[src/rtl/score_sequencer.sv]
// Score sequencer: walks a fixed (note, duration) ROM at a programmable beat rate.
// Optional macro SEQ_LOOP_EN makes the END marker wrap back to entry 0 instead of stopping.
module score_sequencer #(
    parameter int TICK_DIV  = 12_500_000,
    parameter int GAP_CYC   = 1_250_000,
    parameter int SCORE_LEN = 32
) (
    input  logic       sys_CLK,
    input  logic       sys_RST,
    input  logic       play,
    input  logic       restart,
    output logic [4:0] note,
    output logic       note_on,
    output logic       tick,
    output logic [4:0] pos,
    output logic       done
);

    // One spare bit so TICK_DIV-GAP_CYC still fits when GAP_CYC is 0.
    localparam int              PW        = $clog2(TICK_DIV + 1);
    localparam logic [PW-1:0]   PCNT_LAST = PW'(TICK_DIV - 1);
    localparam logic [PW-1:0]   GAP_START = PW'(TICK_DIV - GAP_CYC);
    localparam logic [4:0]      LAST_IDX  = 5'(SCORE_LEN - 1);
    localparam logic [4:0]      END_CODE  = 5'd31;

    typedef enum logic [1:0] {
        S_IDLE,
        S_PLAY,
        S_DONE
    } state_t;

    function automatic logic [7:0] rom_entry(input logic [4:0] idx);
        logic [7:0] e;
        case (idx)
            5'd0:    e = {5'd3,  3'd3};
            5'd1:    e = {5'd5,  3'd2};
            5'd2:    e = {5'd0,  3'd0};
            5'd3:    e = {5'd8,  3'd1};
            5'd4:    e = {END_CODE, 3'd0};
            5'd5:    e = {5'd8,  3'd1};
            5'd6:    e = {5'd10, 3'd1};
            5'd7:    e = {5'd12, 3'd1};
            5'd8:    e = {5'd13, 3'd3};
            5'd9:    e = {5'd0,  3'd0};
            5'd10:   e = {5'd15, 3'd1};
            5'd11:   e = {5'd13, 3'd1};
            5'd12:   e = {5'd12, 3'd1};
            5'd13:   e = {5'd10, 3'd7};
            default: e = {END_CODE, 3'd0};
        endcase
        return e;
    endfunction

    state_t        state_q, state_d;
    logic [PW-1:0] pcnt_q, pcnt_d;
    logic [3:0]    beats_q, beats_d;
    logic [4:0]    pos_q, pos_d;
    logic [4:0]    note_q, note_d;
    logic          note_on_q, note_on_d;
    logic          tick_q, tick_d;
    logic          done_q, done_d;

    logic [7:0]    entry0;
    logic [7:0]    nxt_entry;
    logic [4:0]    nxt_pos;
    logic          nxt_is_end;
    logic          gap_d;

    always_comb begin
        state_d    = state_q;
        pcnt_d     = pcnt_q;
        beats_d    = beats_q;
        pos_d      = pos_q;
        note_d     = note_q;
        tick_d     = 1'b0;
        done_d     = done_q;

        entry0     = rom_entry(5'd0);
        nxt_pos    = pos_q + 5'd1;
        nxt_entry  = rom_entry(nxt_pos);
        // The last ROM slot terminates the score even without an explicit END.
        nxt_is_end = (nxt_entry[7:3] == END_CODE) || (nxt_pos == LAST_IDX);

        if (restart) begin
            pos_d   = '0;
            pcnt_d  = '0;
            done_d  = 1'b0;
            note_d  = entry0[7:3];
            beats_d = {1'b0, entry0[2:0]} + 4'd1;
            state_d = play ? S_PLAY : S_IDLE;
        end else begin
            case (state_q)
                S_IDLE: begin
                    if (play) begin
                        pos_d   = '0;
                        pcnt_d  = '0;
                        note_d  = entry0[7:3];
                        beats_d = {1'b0, entry0[2:0]} + 4'd1;
                        state_d = S_PLAY;
                    end
                end
                S_PLAY: begin
                    if (play) begin
                        if (pcnt_q == PCNT_LAST) begin
                            pcnt_d = '0;
                            tick_d = 1'b1;
                            if (beats_q == 4'd1) begin
                                if (nxt_is_end) begin
`ifdef SEQ_LOOP_EN
                                    pos_d   = '0;
                                    note_d  = entry0[7:3];
                                    beats_d = {1'b0, entry0[2:0]} + 4'd1;
`else
                                    pos_d   = nxt_pos;
                                    note_d  = '0;
                                    done_d  = 1'b1;
                                    state_d = S_DONE;
`endif
                                end else begin
                                    pos_d   = nxt_pos;
                                    note_d  = nxt_entry[7:3];
                                    beats_d = {1'b0, nxt_entry[2:0]} + 4'd1;
                                end
                            end else begin
                                beats_d = beats_q - 4'd1;
                            end
                        end else begin
                            pcnt_d = pcnt_q + PW'(1);
                        end
                    end
                end
                S_DONE: begin
                    note_d = '0;
                    done_d = 1'b1;
                end
                default: state_d = S_IDLE;
            endcase
        end

`ifdef SEQ_LOOP_EN
        done_d = 1'b0;
`endif

        // Gate is computed from the post-edge values so it lines up with the registered note.
        gap_d     = (beats_d == 4'd1) && (pcnt_d >= GAP_START);
        note_on_d = (note_d != 5'd0) && play && (state_d == S_PLAY) && !gap_d;
    end

    always_ff @(posedge sys_CLK or posedge sys_RST) begin
        if (sys_RST) begin
            state_q   <= S_IDLE;
            pcnt_q    <= '0;
            beats_q   <= 4'd1;
            pos_q     <= '0;
            note_q    <= '0;
            note_on_q <= 1'b0;
            tick_q    <= 1'b0;
            done_q    <= 1'b0;
        end else begin
            state_q   <= state_d;
            pcnt_q    <= pcnt_d;
            beats_q   <= beats_d;
            pos_q     <= pos_d;
            note_q    <= note_d;
            note_on_q <= note_on_d;
            tick_q    <= tick_d;
            done_q    <= done_d;
        end
    end

    assign note    = note_q;
    assign note_on = note_on_q;
    assign tick    = tick_q;
    assign pos     = pos_q;
    assign done    = done_q;

endmodule

[config.mk]
export PLATFORM = sky130hd
export DESIGN_NAME = score_sequencer
export DESIGN_NICKNAME = d
export VERILOG_FILES = /design/src/rtl/score_sequencer.sv
export SDC_FILE = /design/constraint.sdc
export NUM_CORES = 1
export LEC_CHECK = 0
export BUFFER_PORTS_ARGS = -buffer_cell sky130_fd_sc_hd__buf_4
export CAP_MARGIN = 5
export CELL_PAD_IN_SITES_DETAIL_PLACEMENT = 0
export CELL_PAD_IN_SITES_GLOBAL_PLACEMENT = 2
export CORE_ASPECT_RATIO = 0.5
export CORE_MARGIN = 2
export CORE_UTILIZATION = 41
export DETAILED_ROUTE_END_ITERATION = 10
export PLACE_DENSITY = 0.93
export RECOVER_POWER = 50
export SYNTH_ARGS = -nofsm -noshare
export SYNTH_HDL_FRONTEND = slang
export SYNTH_SLANG_ARGS = --single-unit
[constraint.sdc]
create_clock -name sys_CLK -period 9.41 [get_ports sys_CLK]
set_clock_uncertainty 0.15 [all_clocks]
set_input_delay 1.4115 -clock sys_CLK [delete_from_list [all_inputs] [get_ports sys_CLK]]
set_output_delay 1.4115 -clock sys_CLK [all_outputs]
set_load 0.03 [all_outputs]
### After elaboration in Yosys (flattened, before gate mapping)

Memory sizes are Yosys's and may differ from the RTL's.
Index checks and enable logic that the tools add are counted.

* $add $sub $neg: 4
* $lt $le $gt $ge: 1
* eq/ne operators: 13
* muxes and demuxes: 44
* reduce and logical (&&, ||, !) cells: 12

Operators by type and width (number)
* 2-to-1 mux 24 bit: 4
* 2-to-1 mux 5 bit: 11
* one-hot mux 24 bit (2 select lines): 1
* adder 24 x 1 -> 24 bit, second input constant: 1
* == test 24 bit, second input constant: 1
* >= comparator 24 bit, second input constant: 1
* 2-to-1 mux 4 bit: 6
* inequality test 3 bit, second input constant: 5
* one-hot mux 5 bit (3 select lines): 1
* 2-to-1 mux 2 bit: 6
* == test 5 bit, second input constant: 2
* 2-to-1 mux 1 bit: 10
* one-hot mux 5 bit (2 select lines): 1
* AND reduction 5 bit: 2
* == test 4 x 1 -> 1 bit, second input constant: 2
* 2-to-1 mux 8 bit: 1
* one-hot mux 4 bit (2 select lines): 1
* one-hot mux 2 bit (3 select lines): 1
* nonzero test 3 bit: 2
* adder 5 x 1 -> 5 bit, second input constant: 1
* nonzero test 5 bit: 1
* adder 3 x 1 -> 4 bit, second input constant: 1
* == test 2 x 1 -> 1 bit, second input constant: 2
* logical AND 1 bit: 4
* other kinds (6): 6

* bits in registers: 43
* memory bits (read-only): 128
* input bits: 4
* output and inout bits: 13
* logic and storage cells: 83
* memories kept: 1

Memories
* (name not given): words 16, bits a word 8, read ports 1, clocked after memory_dff 0, write ports 0, RTL line 34 `case (idx)`

### Depth between registers and ports, before layout

An unclocked memory read counts as a cell.

* word-level depth: 15
* depth in mapped cells: 12
* mapped depth without buffers: 11

### Least setup slack after synthesis

Ideal clock, no wire load.

* path kind: input port to flip-flop
* start point: input play
* end point: register note_on_q, in the netlist note_on
* library setup time: 0.111 ns
* arrival: 3.333 ns
* data required time: 9.149 ns
* setup slack: 5.815 ns
* stages on the path: 10
* buffers on the path: 1
* cells stage by stage: or3b_1 -> nand2b_1 -> buf_2 -> a21oi_1 -> o21ai_0 -> nand4_1 -> a311o_1 -> a31oi_1 -> o31ai_1 -> a2111oi_2

* cells in the longest elaborated chain, start to end: 7
* elaborated cells between the ends (all ways): 26
* those cells by class: order compare (1); eq/ne (2); mux (17); reduce/logical (6)

RTL lines
* from (decl): RTL line 10 `input logic play,`
* 2-to-1 mux 24 bit, or another cell as far along: RTL line 103 `if (play) begin`
* one-hot mux 24 bit (2 select lines), or another cell as far along: RTL line 92 `case (state_q)`
* 2-to-1 mux 24 bit, or another cell as far along: RTL line 84 `if (restart) begin`
* >= comparator 24 bit, or another cell as far along: RTL line 145 `gap_d = (beats_d == 4'd1) && (pcnt_d >= GAP_START);`
* logical AND 1 bit, on equally long branches: RTL line 145, 146
* zero test 1 bit / logical AND 1 bit (equally long branches): RTL line 146 `note_on_d = (note_d != 5'd0) && play && (state_d == S_PLAY) && !gap_d;`
* logical AND 1 bit *: RTL line 146
* named net note_on_d: RTL line 59 `logic note_on_q, note_on_d;`
* to (signal assigned): RTL line 165 `note_on_q <= note_on_d;`
* to (decl): RTL line 59

The timed path passes the listed nets; every way through them passes the cells marked *.
A chain may end at the register's enable or synchronous reset.

### Worst setup path in the final report

Ends and elaborated chain as after synthesis.

==> summary.md <==
| Metric | Value |
|---|---|
| Post-cts sizing count | 0 |
| Worst slew margin | -0.616 |
| Post-CTS Repair Setup Buffers | 0 |
| Yosys warnings | 0 |
| Reg2reg end | note_on |
| Via density | roughly 6.2 |
| Fin util | 0.461 |
| Hold Path Sink | pcnt_q[23] |
| Routed wire per std cell | between 15 and 20 µm |
| Initial Util | 0.419 |
| Synth cell types | 74 |
| Flip-flop and latch area | about 1100 µm² |
| DIE WIDTH | 131 µm |
| First-pass GRT wire length | 16000 µm |
| Worst Reg-to-Reg Cells | 10 |
| Peak fanout along the critical path | 15 |
| Setup-failing EPs final | 0 |
| Syn_nets | ~420 |
| Grt total ovfl | 0 |
| Inserted Clock Buffers | 5 |
| Max Slew Vio Count | 44 |
| DIE HEIGHT | 67.7 µm |
| Final Critical Period | 4.38 ns |
| Clock sink count | 43 |
| Seq/Total Area, Yosys | 0.324 |
| Power per cell area | 127 nW/µm² |
| Initial antenna violation count | 0 |
| Drt drc | 0 |
| Hold WC Path Type | reg2reg |
| Max frequency | 0.228 GHz |
| Setup TNS | 0 ns |
| Layout area overhead | 9.88% |
| CTS tree | done |
| Fillers | 800 |
| DRT iter0 DRCs | 319 |
| Placed wire-length estimate | 6940 µm |
| Port bufs | 16 |
| Reg2Reg Setup Slack | 5.57 ns |
| Synthesized flop and latch total | 43 |
| Critical path arrival | roughly 4.4 ns |
| Htree depth | 2 |
| Max Cap Viol | 1 |
| Clk buf depth | 2 |
| Clk root buf | clkbuf_16 |
| Hold_sp | pcnt_q[23] |
| RePlAce Congestion | 0.900 |
| Worst Path Required | 9.44 ns |
| Drt first pass iters | 5 |
| IO Count | 17 |
| Clock latency at the later pin of the worst-skew pair | 0.29 ns |
| Total track usage | 0.230 |
| Nets | 420 |
| Final Hold Vio Count | 0 |
| Crit Path Class | in2reg |
| Antenna-violating nets left | 0 |
| Async SR Flop Fraction | 1.00 |
| Ant diodes | 0 |
| Total Die Area | about 9000 µm² |
| Top FF cell, synth | dfrtp_1 |
| CORE AREA | 7940 µm² |
| Via count | approximately 3200 |
| Failing checks | capacitance limit, slew limit |
| EDFF count, synth | 0 |
| Reg clk slew, reported paths | 0.06 ns |
| RSZ-0062 raised after global routing | false |
| LEAKAGE | 1.39 nW |
| Setup crit start kind | primary input |
| Multi-input logic area | 2090 µm² |
| Layout cells sized above 1 | 0.100 |
| Cells after Synth | around 400 |
| Routed wire length | roughly 9700 µm |
| Largest net degree at the start of global routing | 44 |
| Average size of a mapped cell | 8.24 µm² |
| Critical R2R Launch | pos[0] |
| Worst-margin pin slew | 2.42 ns |
| Final worst path period share | 0.466 |
| Hold depth | 1 |
| Hold Buf Count CTS | 0 |
| Vias in the first global route | 3001 |
| Outcome | complete, but fails checks |
| Crit path capture type | register |
| Syn Std Cell Area | between 3000 and 4000 µm² |
| Row cnt | 23 |
| VDD IR max | 0.0000688 V |
-- stage by stage --
step / cell area (µm²) / worst slack (ns) / std cells / hold slack [ns] / power, mW
2_1_floorplan: 3330 / 5.82 / 404 / 0.306 / 0.225
3_3_place_gp: 3480 / 5.28 / 512 / 0.352 / 0.239
3_5_place_dp: 3480 / 5.16 / 512 / 0.350 / 0.239
4_1_cts: 3680 / 5.43 / 520 / 0.365 / 0.469
5_1_grt: 3660 / 4.78 / 520 / 0.398 / 0.482
6_report: 3660 / 5.03 / 520 / 0.366 / 0.465
-- worst max-delay path, stage by stage --
cell       delay, ns
clkbuf_1        0.49
or3b_1          0.47
nand2b_1        0.42
o21ai_0         0.15
a21oi_1         0.27
nand4_1         0.13
a311o_1         0.38
a31oi_1         0.19
o31ai_1         0.12
a2111oi_2       0.36
-- state kept, by name, indices dropped and copies added (netlist names) --
signal   count
pos          5
beats_q      4
state_q      2
pcnt_q      24
done         1
note         5
note_on      1
tick         1
-- cell usage after synthesis, drive strengths merged, types with 3 or more instances --
cell | number | share of area
o21ai | 35 | 0.057
nor3b | 3 | 0.0068
a311oi | 3 | 0.0079
and4 | 7 | 0.018
nor2 | 40 | 0.045
nor4 | 9 | 0.025
buf | 10 | 0.021
dfrtp | 42 | 0.32
o21a | 3 | 0.0068
nand4 | 11 | 0.021
ha | 9 | 0.034
nand3 | 11 | 0.017
a21oi | 31 | 0.047
xnor2 | 5 | 0.013
nand2 | 44 | 0.050
nor2b | 4 | 0.0075
a21o | 3 | 0.0068
or3 | 3 | 0.0071
mux2i | 4 | 0.012
o41ai | 3 | 0.0079
inv | 12 | 0.014
nand3b | 3 | 0.0068
nand4b | 3 | 0.0079
nor3 | 13 | 0.021
or2 | 3 | 0.0056
a31oi | 7 | 0.013
o31ai | 8 | 0.018
and3 | 3 | 0.0060
a211o | 4 | 0.011
nor4b | 4 | 0.017
and2 | 5 | 0.0094
nand2b | 13 | 0.027
or4 | 4 | 0.010
clkbuf | 11 | 0.012
-- final cells by class --
cell class / instances / area share
Multi-Input combinational cell: 328 / 0.573
Sequential cell: 43 / 0.294
Tap cell: 112 / 0.0383
Clock buffer: 5 / 0.0342
Timing Repair Buffer: 17 / 0.0298
Clock inverter: 3 / 0.0185
Inverter: 12 / 0.0123
-- kinds of logic after synthesis --
kind of cell / synth area share
compound gates: 0.237
xor+xnor: 0.0207
fa+ha+maj: 0.0398
buf+inv: 0.0474
flops: 0.324
mux: 0.0154
simple gates: 0.316
-- placed cells by master (no fill, tap or decap), drive strengths merged, types with 8 or more instances in the layout --
cell | netlist | layout
clkbuf | 11 | 11
dfrtp | 42 | 42
buf | 10 | 11
a21oi | 31 | 31
nor4 | 9 | 9
o31ai | 8 | 8
nor3 | 13 | 13
nand3 | 11 | 11
inv | 12 | 11
nor2 | 40 | 40
nand4 | 11 | 11
nand2b | 13 | 13
nand2 | 44 | 44
ha | 9 | 9
o21ai | 35 | 35
-- power by group --
part	switching [mW]	total, mW	internal, mW	leakage, nW
clock network	0.0773	0.229	0.152	0.0900
logic	0.0325	0.0453	0.0128	0.727
registers	0.00388	0.190	0.186	0.576
total	0.114	0.465	0.351	1.39
-- per-layer routing --
layer  vias up  wire, µm  GRT usage
met5         -         0          0
met4         0       103     0.0571
met3        10       681     0.0428
met2       157      4370      0.396
met1      1560      4590      0.306
li1       1508         -          -
-- worst max-delay path by stage --
stage,start,to,cells after the start
after CTS,play,note_on,10
after global routing,play,note_on,10
final,play,note_on,10
after floorplan,play,note_on,10
after global placement,play,note_on,10
after detailed placement,play,note_on,10
Note: power is estimated with default switching activity, not from simulation.
